### src/rtl/hella_cache_master_arb_pkg.sv
// Shared types and constants for the HellaCache master arbiter.
package hella_cache_master_arb_pkg;

  typedef enum logic [2:0] {
    S_IDLE,
    S_ISSUE,
    S_S1,
    S_S2,
    S_BACKOFF
  } arb_state_e;

  localparam logic [4:0] M_XRD = 5'd0;
  localparam logic [4:0] M_XWR = 5'd1;

  localparam int BACKOFF_CYCLES = 2;
  localparam int CMD_W          = 5;
  localparam int TYP_W          = 3;

  function automatic logic [15:0] sat_inc16(input logic [15:0] v);
    return (v == 16'hFFFF) ? v : v + 16'd1;
  endfunction

endpackage

### src/rtl/hella_cache_rr_arbiter.sv
// Combinational round-robin picker: search starts one past the last winner.
module hella_cache_rr_arbiter #(
  parameter  int N  = 2,
  localparam int IW = (N > 1) ? $clog2(N) : 1
) (
  input  logic [N-1:0]  req_i,
  input  logic [IW-1:0] last_grant_i,
  input  logic          en_i,
  output logic [N-1:0]  gnt_o,
  output logic [IW-1:0] gnt_idx_o,
  output logic          gnt_valid_o
);

  logic [IW-1:0] cand;
  logic          found;

  always_comb begin
    gnt_o       = '0;
    gnt_idx_o   = '0;
    gnt_valid_o = 1'b0;
    cand        = '0;
    found       = 1'b0;
    for (int off = 1; off <= N; off++) begin
      cand = IW'((int'(last_grant_i) + off) % N);
      if (en_i && !found && req_i[cand]) begin
        found       = 1'b1;
        gnt_o[cand] = 1'b1;
        gnt_idx_o   = cand;
        gnt_valid_o = 1'b1;
      end
    end
  end

endmodule

### src/rtl/hella_cache_master_arb.sv
// Shares one HellaCache port among NUM_REQ requesters; source index rides in
// the downstream tag and nacks are replayed here so requesters never see them.
module hella_cache_master_arb
  import hella_cache_master_arb_pkg::*;
#(
  parameter  int NUM_REQ       = 2,
  parameter  int NUM_ADDR_BITS = 32,
  parameter  int NUM_DATA_BITS = 32,
  parameter  int NUM_TAG_BITS  = 7,
  localparam int SRC_BITS      = $clog2(NUM_REQ),
  localparam int MASK_W        = NUM_DATA_BITS / 8,
  localparam int DTAG_W        = SRC_BITS + NUM_TAG_BITS
) (
  input  logic                                         clock_i,
  input  logic                                         reset_i,
  input  logic [NUM_REQ-1:0]                           in_req_valid_i,
  output logic [NUM_REQ-1:0]                           in_req_ready_o,
  input  logic [NUM_REQ-1:0][NUM_ADDR_BITS-1:0]        in_req_addr_i,
  input  logic [NUM_REQ-1:0][NUM_TAG_BITS-1:0]         in_req_tag_i,
  input  logic [NUM_REQ-1:0][CMD_W-1:0]                in_req_cmd_i,
  input  logic [NUM_REQ-1:0][TYP_W-1:0]                in_req_typ_i,
  input  logic [NUM_REQ-1:0][NUM_DATA_BITS-1:0]        in_req_data_i,
  input  logic [NUM_REQ-1:0][MASK_W-1:0]               in_req_mask_i,
  output logic [NUM_REQ-1:0]                           in_rsp_valid_o,
  output logic [NUM_TAG_BITS-1:0]                      in_rsp_tag_o,
  output logic [TYP_W-1:0]                             in_rsp_typ_o,
  output logic [NUM_DATA_BITS-1:0]                     in_rsp_data_o,
  output logic                                         req_valid_o,
  input  logic                                         req_ready_i,
  output logic [NUM_ADDR_BITS-1:0]                     req_addr_o,
  output logic [DTAG_W-1:0]                            req_tag_o,
  output logic [CMD_W-1:0]                             req_cmd_o,
  output logic [TYP_W-1:0]                             req_typ_o,
  output logic [NUM_DATA_BITS-1:0]                     req_data_o,
  output logic [MASK_W-1:0]                            req_data_mask_o,
  output logic                                         req_kill_o,
  input  logic                                         rsp_valid_i,
  input  logic                                         rsp_nack_i,
  input  logic [DTAG_W-1:0]                            rsp_tag_i,
  input  logic [TYP_W-1:0]                             rsp_typ_i,
  input  logic [NUM_DATA_BITS-1:0]                     rsp_data_i,
  output logic [15:0]                                  nack_count_o
);

  typedef struct packed {
    logic [NUM_ADDR_BITS-1:0] addr;
    logic [DTAG_W-1:0]        tag;
    logic [CMD_W-1:0]         cmd;
    logic [TYP_W-1:0]         typ;
    logic [NUM_DATA_BITS-1:0] data;
    logic [MASK_W-1:0]        mask;
  } hold_t;

  localparam logic [1:0] BO_LAST = 2'(BACKOFF_CYCLES - 1);

  arb_state_e          state_q, state_d;
  hold_t               hold_q, hold_d;
  logic [SRC_BITS-1:0] last_q, last_d;
  logic [15:0]         nack_q, nack_d;
  logic [1:0]          bo_q, bo_d;

  logic                arb_en;
  logic [NUM_REQ-1:0]  gnt;
  logic [SRC_BITS-1:0] gnt_idx;
  logic                gnt_valid;

  // A nacked S2 must not grant: the held request is about to be replayed.
  assign arb_en = ~reset_i & ((state_q == S_IDLE) | ((state_q == S_S2) & ~rsp_nack_i));

  hella_cache_rr_arbiter #(.N(NUM_REQ)) u_rr (
    .req_i        (in_req_valid_i),
    .last_grant_i (last_q),
    .en_i         (arb_en),
    .gnt_o        (gnt),
    .gnt_idx_o    (gnt_idx),
    .gnt_valid_o  (gnt_valid)
  );

  assign in_req_ready_o = gnt;

  always_comb begin
    state_d = state_q;
    hold_d  = hold_q;
    last_d  = last_q;
    nack_d  = nack_q;
    bo_d    = bo_q;
    case (state_q)
      S_IDLE:    if (gnt_valid) state_d = S_ISSUE;
      S_ISSUE:   if (req_ready_i) state_d = S_S1;
      S_S1:      state_d = S_S2;
      S_S2: begin
        if (rsp_nack_i) begin
          state_d = S_BACKOFF;
          bo_d    = '0;
          nack_d  = sat_inc16(nack_q);
        end else if (gnt_valid) begin
          state_d = S_ISSUE;
        end else begin
          state_d = S_IDLE;
        end
      end
      S_BACKOFF: begin
        if (bo_q == BO_LAST) state_d = S_ISSUE;
        else                 bo_d    = bo_q + 2'd1;
      end
      default:   state_d = S_IDLE;
    endcase
    if (gnt_valid) begin
      hold_d = '{addr: in_req_addr_i[gnt_idx],
                 tag:  {gnt_idx, in_req_tag_i[gnt_idx]},
                 cmd:  in_req_cmd_i[gnt_idx],
                 typ:  in_req_typ_i[gnt_idx],
                 data: in_req_data_i[gnt_idx],
                 mask: in_req_mask_i[gnt_idx]};
      last_d = gnt_idx;
    end
  end

  always_ff @(posedge clock_i) begin
    if (reset_i) begin
      state_q <= S_IDLE;
      hold_q  <= '0;
      last_q  <= SRC_BITS'(NUM_REQ - 1);
      nack_q  <= '0;
      bo_q    <= '0;
    end else begin
      state_q <= state_d;
      hold_q  <= hold_d;
      last_q  <= last_d;
      nack_q  <= nack_d;
      bo_q    <= bo_d;
    end
  end

  assign req_valid_o     = (state_q == S_ISSUE);
  assign req_addr_o      = hold_q.addr;
  assign req_tag_o       = hold_q.tag;
  assign req_cmd_o       = hold_q.cmd;
  assign req_typ_o       = hold_q.typ;
  assign req_data_o      = hold_q.data;
  assign req_data_mask_o = hold_q.mask;
  assign req_kill_o      = 1'b0;
  assign nack_count_o    = nack_q;

  // Response demux is independent of the FSM; out-of-range sources match no lane.
  logic [SRC_BITS-1:0] rsp_src;
  assign rsp_src       = rsp_tag_i[DTAG_W-1 -: SRC_BITS];
  assign in_rsp_tag_o  = rsp_tag_i[NUM_TAG_BITS-1:0];
  assign in_rsp_typ_o  = rsp_typ_i;
  assign in_rsp_data_o = rsp_data_i;

  for (genvar i = 0; i < NUM_REQ; i++) begin : g_rsp
    assign in_rsp_valid_o[i] = rsp_valid_i & ~reset_i & (rsp_src == SRC_BITS'(i));
  end

endmodule
### config.mk
export PLATFORM = sky130hd
export DESIGN_NAME = hella_cache_master_arb
export DESIGN_NICKNAME = d
export VERILOG_FILES = /design/src/rtl/hella_cache_master_arb_pkg.sv /design/src/rtl/hella_cache_rr_arbiter.sv /design/src/rtl/hella_cache_master_arb.sv
export SDC_FILE = /design/constraint.sdc
export NUM_CORES = 1
export LEC_CHECK = 0
export BUFFER_PORTS_ARGS = -buffer_cell sky130_fd_sc_hd__buf_4
export CAP_MARGIN = 15
export CORE_AREA = 2 2 141 143
export CTS_CLUSTER_DIAMETER = 150
export DETAILED_ROUTE_END_ITERATION = 6
export DIE_AREA = 0 0 143 145
export PLACE_DENSITY = 0.59
export SYNTH_ARGS = -nofsm -noshare
export SYNTH_HDL_FRONTEND = slang
export SYNTH_SLANG_ARGS = --single-unit
### constraint.sdc
create_clock -name clock_i -period 1.9 [get_ports clock_i]
set_input_delay 0.38 -clock clock_i [delete_from_list [all_inputs] [get_ports clock_i]]
set_output_delay 0.38 -clock clock_i [all_outputs]
set_load 0.05 [all_outputs]
# --- After elaboration in Yosys (flattened, before gate mapping) ---
# Index checks and enable logic that the tools add are counted.
classes:
  add_sub_neg: 4
  order_cmp: 5
  eq_ne: 11
  n_mux: 35
  bitwise_logic: 11
  n_reduce_logical: 11
ops:
  columns: ["operator", "count"]
  rows:
  - ["32-bit two-way mux", 4]
  - ["3-bit two-way mux", 6]
  - ["16-bit by 1-bit adder with 16-bit output, second input constant", 1]
  - ["16-bit == test, second input constant", 1]
  - ["3-bit one-hot mux with 5 select lines", 1]
  - ["7-bit two-way mux", 2]
  - ["1-bit two-way mux", 11]
  - ["5-bit two-way mux", 2]
  - ["3-bit AND reduction", 3]
  - ["2-bit two-way mux", 4]
  - ["4-bit two-way mux", 2]
  - ["2-bit != test, second input constant", 4]
  - ["3-bit by 2-bit == test with 1-bit output, second input constant", 2]
  - ["1-bit by 2-bit less-than comparator with 1-bit output, second input constant", 3]
  - ["1-bit bitwise AND", 5]
  - ["1-bit logical AND", 5]
  - ["1-bit NOT", 4]
  - ["2-bit one-hot mux with 2 select lines", 1]
  - ["3-bit by 1-bit == test with 1-bit output, second input constant", 1]
  - ["3-bit == test, second input constant", 1]
  - ["3-bit zero test", 1]
  - ["1-bit adder, second input constant", 2]
  - ["2-bit by 1-bit adder with 2-bit output, second input constant", 1]
  - ["1-bit demux with 1-bit select", 2]
  - ["other kinds (7)", 8]
totals:
  ff_bits: 106
  word_cells: 87

# --- Logic depth before layout (Yosys ltp) ---
depth:
  depth_word: 13
  mapped_depth: 7

# --- Cells and area by module ---
# From an unflattened synthesis, not the netlist that was laid out.
hier_totals:
  hier_cells: 567
  hier_area_um2: 5178.7
modules_own_cells:
  columns: ["mod", "n_inst", "cells_each", "area_each_um2", "seq_area_each_um2"]
  rows:
  - ["hella_cache_master_arb", 1, 560, 5144.9, 2122.0]
  - ["hella_cache_rr_arbiter", 1, 7, 33.8, 0.0]

# --- Worst setup path before layout ---
# OpenSTA, ideal clock, no wires.
synth_timing:
  path_kind: "input to output"
  start: "in in_req_valid_i[1]"
  end: "out in_req_ready_o[0]"
  arrival_time_ns: 2.104
  path_slack_ns: -0.584
  cell_stages: 4
  path_cell_list: "a21boi_1 -> buf_2 -> buf_2 -> nor3b_1"
synth_via:
  elab_chain_cells: 8
  elab_cells_between_ends: 12
  classes_between: "mux (7); bitwise (1); reduce/logical (4)"
synth_lines:
  columns: ["item", "line_no", "rtl"]
  rows:
  - ["start, declared", "hella_cache_master_arb.sv:16", "input logic [NUM_REQ-1:0] in_req_valid_i,"]
  - ["1-bit two-way mux (implied by the code) (2 in a row)", "hella_cache_rr_arbiter.sv:25", "if (en_i && !found && req_i[cand]) begin"]
  - ["1-bit logical AND", "hella_cache_rr_arbiter.sv:25", null]
  - ["1-bit two-way mux", "hella_cache_rr_arbiter.sv:25", null]
  - ["1-bit zero test", "hella_cache_rr_arbiter.sv:25", null]
  - ["1-bit logical AND (2 in a row)", "hella_cache_rr_arbiter.sv:25", null]
  - ["2-bit two-way mux *", "hella_cache_rr_arbiter.sv:25", null]
  - ["end, declared", "hella_cache_master_arb.sv:17", "output logic [NUM_REQ-1:0] in_req_ready_o,"]
# Mark *: on every way between the ends. The rest lies on a longest branch, timed or not. The select of a mux whose other input is x is not followed.

# --- Worst setup path after layout ---
layout_timing:
  start: "reg state_q[1]"
  end: "out in_req_ready_o[1]"
layout_via:
  elab_chain_cells: 10
  elab_cells_between_ends: 13
  classes_between: "eq/ne (1); mux (3); bitwise (4); reduce/logical (5)"
layout_lines:
  columns: ["item", "line_no", "rtl"]
  rows:
  - ["start, declared", "hella_cache_master_arb.sv:56", "arb_state_e state_q, state_d;"]
  - ["start signal, assigned", "hella_cache_master_arb.sv:127", "state_q <= state_d;"]
  - ["3-bit by 2-bit == test with 1-bit output", "hella_cache_master_arb.sv:68", "assign arb_en = ~reset_i & ((state_q == S_IDLE) | ((state_q == S_S2) & ~rsp_nack_i));"]
  - ["1-bit bitwise AND", "hella_cache_master_arb.sv:68", null]
  - ["1-bit bitwise OR *", "hella_cache_master_arb.sv:68", null]
  - ["1-bit bitwise AND *", "hella_cache_master_arb.sv:68", null]
  - ["1-bit logical AND", "hella_cache_rr_arbiter.sv:25", null]
  - ["1-bit two-way mux", "hella_cache_rr_arbiter.sv:25", null]
  - ["1-bit zero test", "hella_cache_rr_arbiter.sv:25", null]
  - ["1-bit logical AND (2 in a row)", "hella_cache_rr_arbiter.sv:25", null]
  - ["2-bit two-way mux *", "hella_cache_rr_arbiter.sv:25", null]
# Mark *: on every way between the ends. The rest lies on a longest branch, timed or not.

==> flow_summary_export.csv <==
group,metric,value,unit
run_status,status,"complete, but fails checks",
run_status,violations,"setup timing",
setup_path,crit_arrival,1.52,ns
worst_hold_path,hold_path.class,"in -> reg",
die,fp.dieArea,0.0207,mm^2
grt,grt_start_max_net_pins,40,
place,place_hpwl,13200,um
grt,antenna_found_initial,0,
grt,grt_pass1_vias,4994,
logic_synthesis,syn_nets,786,
timing,fmax,0.526,GHz
grt,grt_pass1_wl,25900,um
timing,setup_ws,-0.00178,ns
setup_path,worstPathCellList,"buf_6 -> and3b_2 -> o211ai_1 -> inv_2 -> buf_8",
logic_synthesis,post-synth-top-count-cell,"dfxtp_1",
timing,skew,0.0101,ns
setup_path,crit_path_start_kind,"flip-flop",
finish,area_growth,53.8,%
place,io_buffers,278,
clock_network,clock_sinks,106,
logic_synthesis,yosys-top-cells-count,"dfxtp_1, nor2_1, a31o_2, mux2i_1, buf_4",
clock_network,cts_root_buf,"clkbuf_16",
timing,worstMarginPinSlew,0.495,ns
logic_synthesis,syn_area_per_cell,9.35,um^2
timing,fin_hold_ws,0.319,ns
drt,drc,0,
logic_synthesis,synth.area.top_cells,"dfxtp_1, mux2i_1, a31o_2",
drt,drt_iter0_drc,163,
setup_path,worstPathRequired,1.52,ns
setup_path,endpoint_kind,"primary output",
clock_network,ctsHoldBuffers,0,
logic_synthesis,netlist.area_leader.share,0.400,
drt,via_per_inst,4.67,
power,p_leak,3.75,nW
logic_synthesis,netlist_area,0.00531,mm^2
setup_path,crit_family,"buffers and inverters",
logic_synthesis,seq_area_frac_synth,0.400,
setup_path,cpPeakStageDelay,0.33,ns
timing,finalCritPeriodShare,1.00,
clock_network,cts_tree,"done",
logic_synthesis,synth.distinct_cells,49,
grt,grt_overflow_total,0,
place,place.gp.congestion,0.741,
die,die_h,145,um
setup_path,cp_slowest_cell,"dfxtp_2",
clock_network,cts-htree-levels,3,
place,place_inst,1065,
die,design.core.area,0.0192,mm^2
drt,wl_met1,6650,um
drt,wl,17100,um
logic_synthesis,synth.ff_latch_count,106,
power,power_density,874,mW/mm^2
run,drv_cap,0,
logic_synthesis,synthArstFlopShare,0,
die,row_count,51,
timing,min_period,1.90,ns
drt,dr_wl_met2,8780,um
logic_synthesis,synth_ff_type,"dfxtp_1",
power,ir_worst_vdd,0.483,mV
finish,nets,1036,
clock_network,worst_skew_pair.late_latency,0.35,ns
setup_path,crit_buf_inv,3,
die,die_w,143,um
timing,relSlewSlack,0.665,
logic_synthesis,synth-edff-count,0,
timing,tns,-0.00178,ns
timing,hold_viol,0,
die,ios,364,
drt,postRouteAntennaNets,0,
timing,finalSetupViolCount,1,
clock_network,clockBufferDepth,2,
finish,fin_cells,1088,
die,start_util,0.277,
drt,wl_met3,1340,um
logic_synthesis,synth_largest_area_cell,"dfxtp_1",
drt,wl_per_cell,15.7,um
finish,antenna_cells,0,
finish,drive_gt1_frac,0.559,
power,finalPower,7.14,mW
drt,highest_layer,"met4",
logic_synthesis,yosysWarnings,0,
grt,grt_usage,0.160,
timing,rsz0062_at_grt,"true",
setup_path,crit_fanout,4,
setup_path,critPathKind,"reg -> out",
clock_network,numCtsBuffers,9,
logic_synthesis,synthCells,568,
drt,firstDrtPassIters,6,
timing,drv_slew,0,
drt,num_vias,5081,
clock_network,clkTransAtPathRegs,0.08,ns
==> power by group <==
group / switching, mW / total, mW / internal (mW)
logic: 1.48 / 2.53 / 1.05
registers: 0.133 / 2.60 / 2.47
clock network: 0.919 / 2.01 / 1.09
total: 2.53 / 7.14 / 4.61
==> per-stage QoR <==
step | utilization | instance area (um^2) | setup slack, ns
floorplan | - | 5350 | -0.0912
global placement | 0.402 | 7730 | 0.0324
detailed placement | 0.402 | 7730 | 0.0268
CTS | 0.424 | 8150 | -0.0557
global route | 0.425 | 8170 | -0.0762
finish | 0.425 | 8170 | -0.00178
==> final cells by class <==
class	instances	area (um^2)
timing repair buffer	325	2630
clock inverter	6	82.6
multi-input combinational	369	2700
fill	1956	11000
inverter	7	26.3
clock buffer	10	239
tap	265	332
sequential	106	2150
==> state kept, by name (all words and copies together) (netlist names) <==
name,flops
nack_count_o,16
req_data_mask_o,4
last_q,1
req_addr_o,32
req_tag_o,8
req_data_o,32
bo_q,2
state_q,3
req_cmd_o,5
req_typ_o,3
==> cells by family after synthesis <==
family,after synthesis,synth area share
AO/OA/AOI/OAI,120,0.187
flip-flops,106,0.400
buffers and inverters,93,0.104
multiplexers,85,0.160
other,1,0.000706
adder cells (fa/ha/maj),2,0.00471
AND/OR/NAND/NOR,161,0.144
==> what timing repair did <==
item | 4_1_cts | 5_1_grt
gates resized for setup | 13 | 3
endpoints found under the setup margin | 3 | 4
pin swaps | 3 | 2
gates cloned | 1 | 0
setup buffers | 5 | 1
==> routing by layer <==
layer	track usage	vias to the layer above
li1	-	2522
met1	0.179	2330
met2	0.288	200
met3	0.0383	29
met4	0.0614	0
met5	0	-
==> worst register-to-register path: stages (launching register included) <==
cell,delay [ns]
dfxtp_2,0.33
buf_6,0.12
and3b_2,0.23
buf_4,0.13
buf_4,0.13
o221ai_4,0.16
buf_12,0.18
buf_12,0.19
nor2_1,0.08
a31o_2,0.21
==> cells in the final DEF, fill, tap and decap left out, drive strengths merged, types with 7 or more instances in the layout <==
| master | synthesis | final |
|---|---|---|
| buf | 67 | 324 |
| dfxtp | 106 | 106 |
| a31o | 84 | 84 |
| a21oi | 7 | 7 |
| nand2 | 7 | 7 |
| nand4 | 7 | 7 |
| nand3 | 9 | 9 |
| nor2 | 101 | 101 |
| mux2i | 84 | 84 |
| inv | 7 | 10 |
| clkbuf | 19 | 10 |
==> final timing paths <==
check	startpoint	end	slack [ns]	cells after the start
max	state_q[1]	in_req_ready_o[1]	-0.002	5
min	req_ready_i	state_q[1]	0.32	3
max reg2reg	state_q[1]	req_addr_o[15]	0.04	9
min reg2reg	req_addr_o[21]	req_addr_o[21]	0.49	1
No activity file was read; power rests on OpenSTA's default activity.
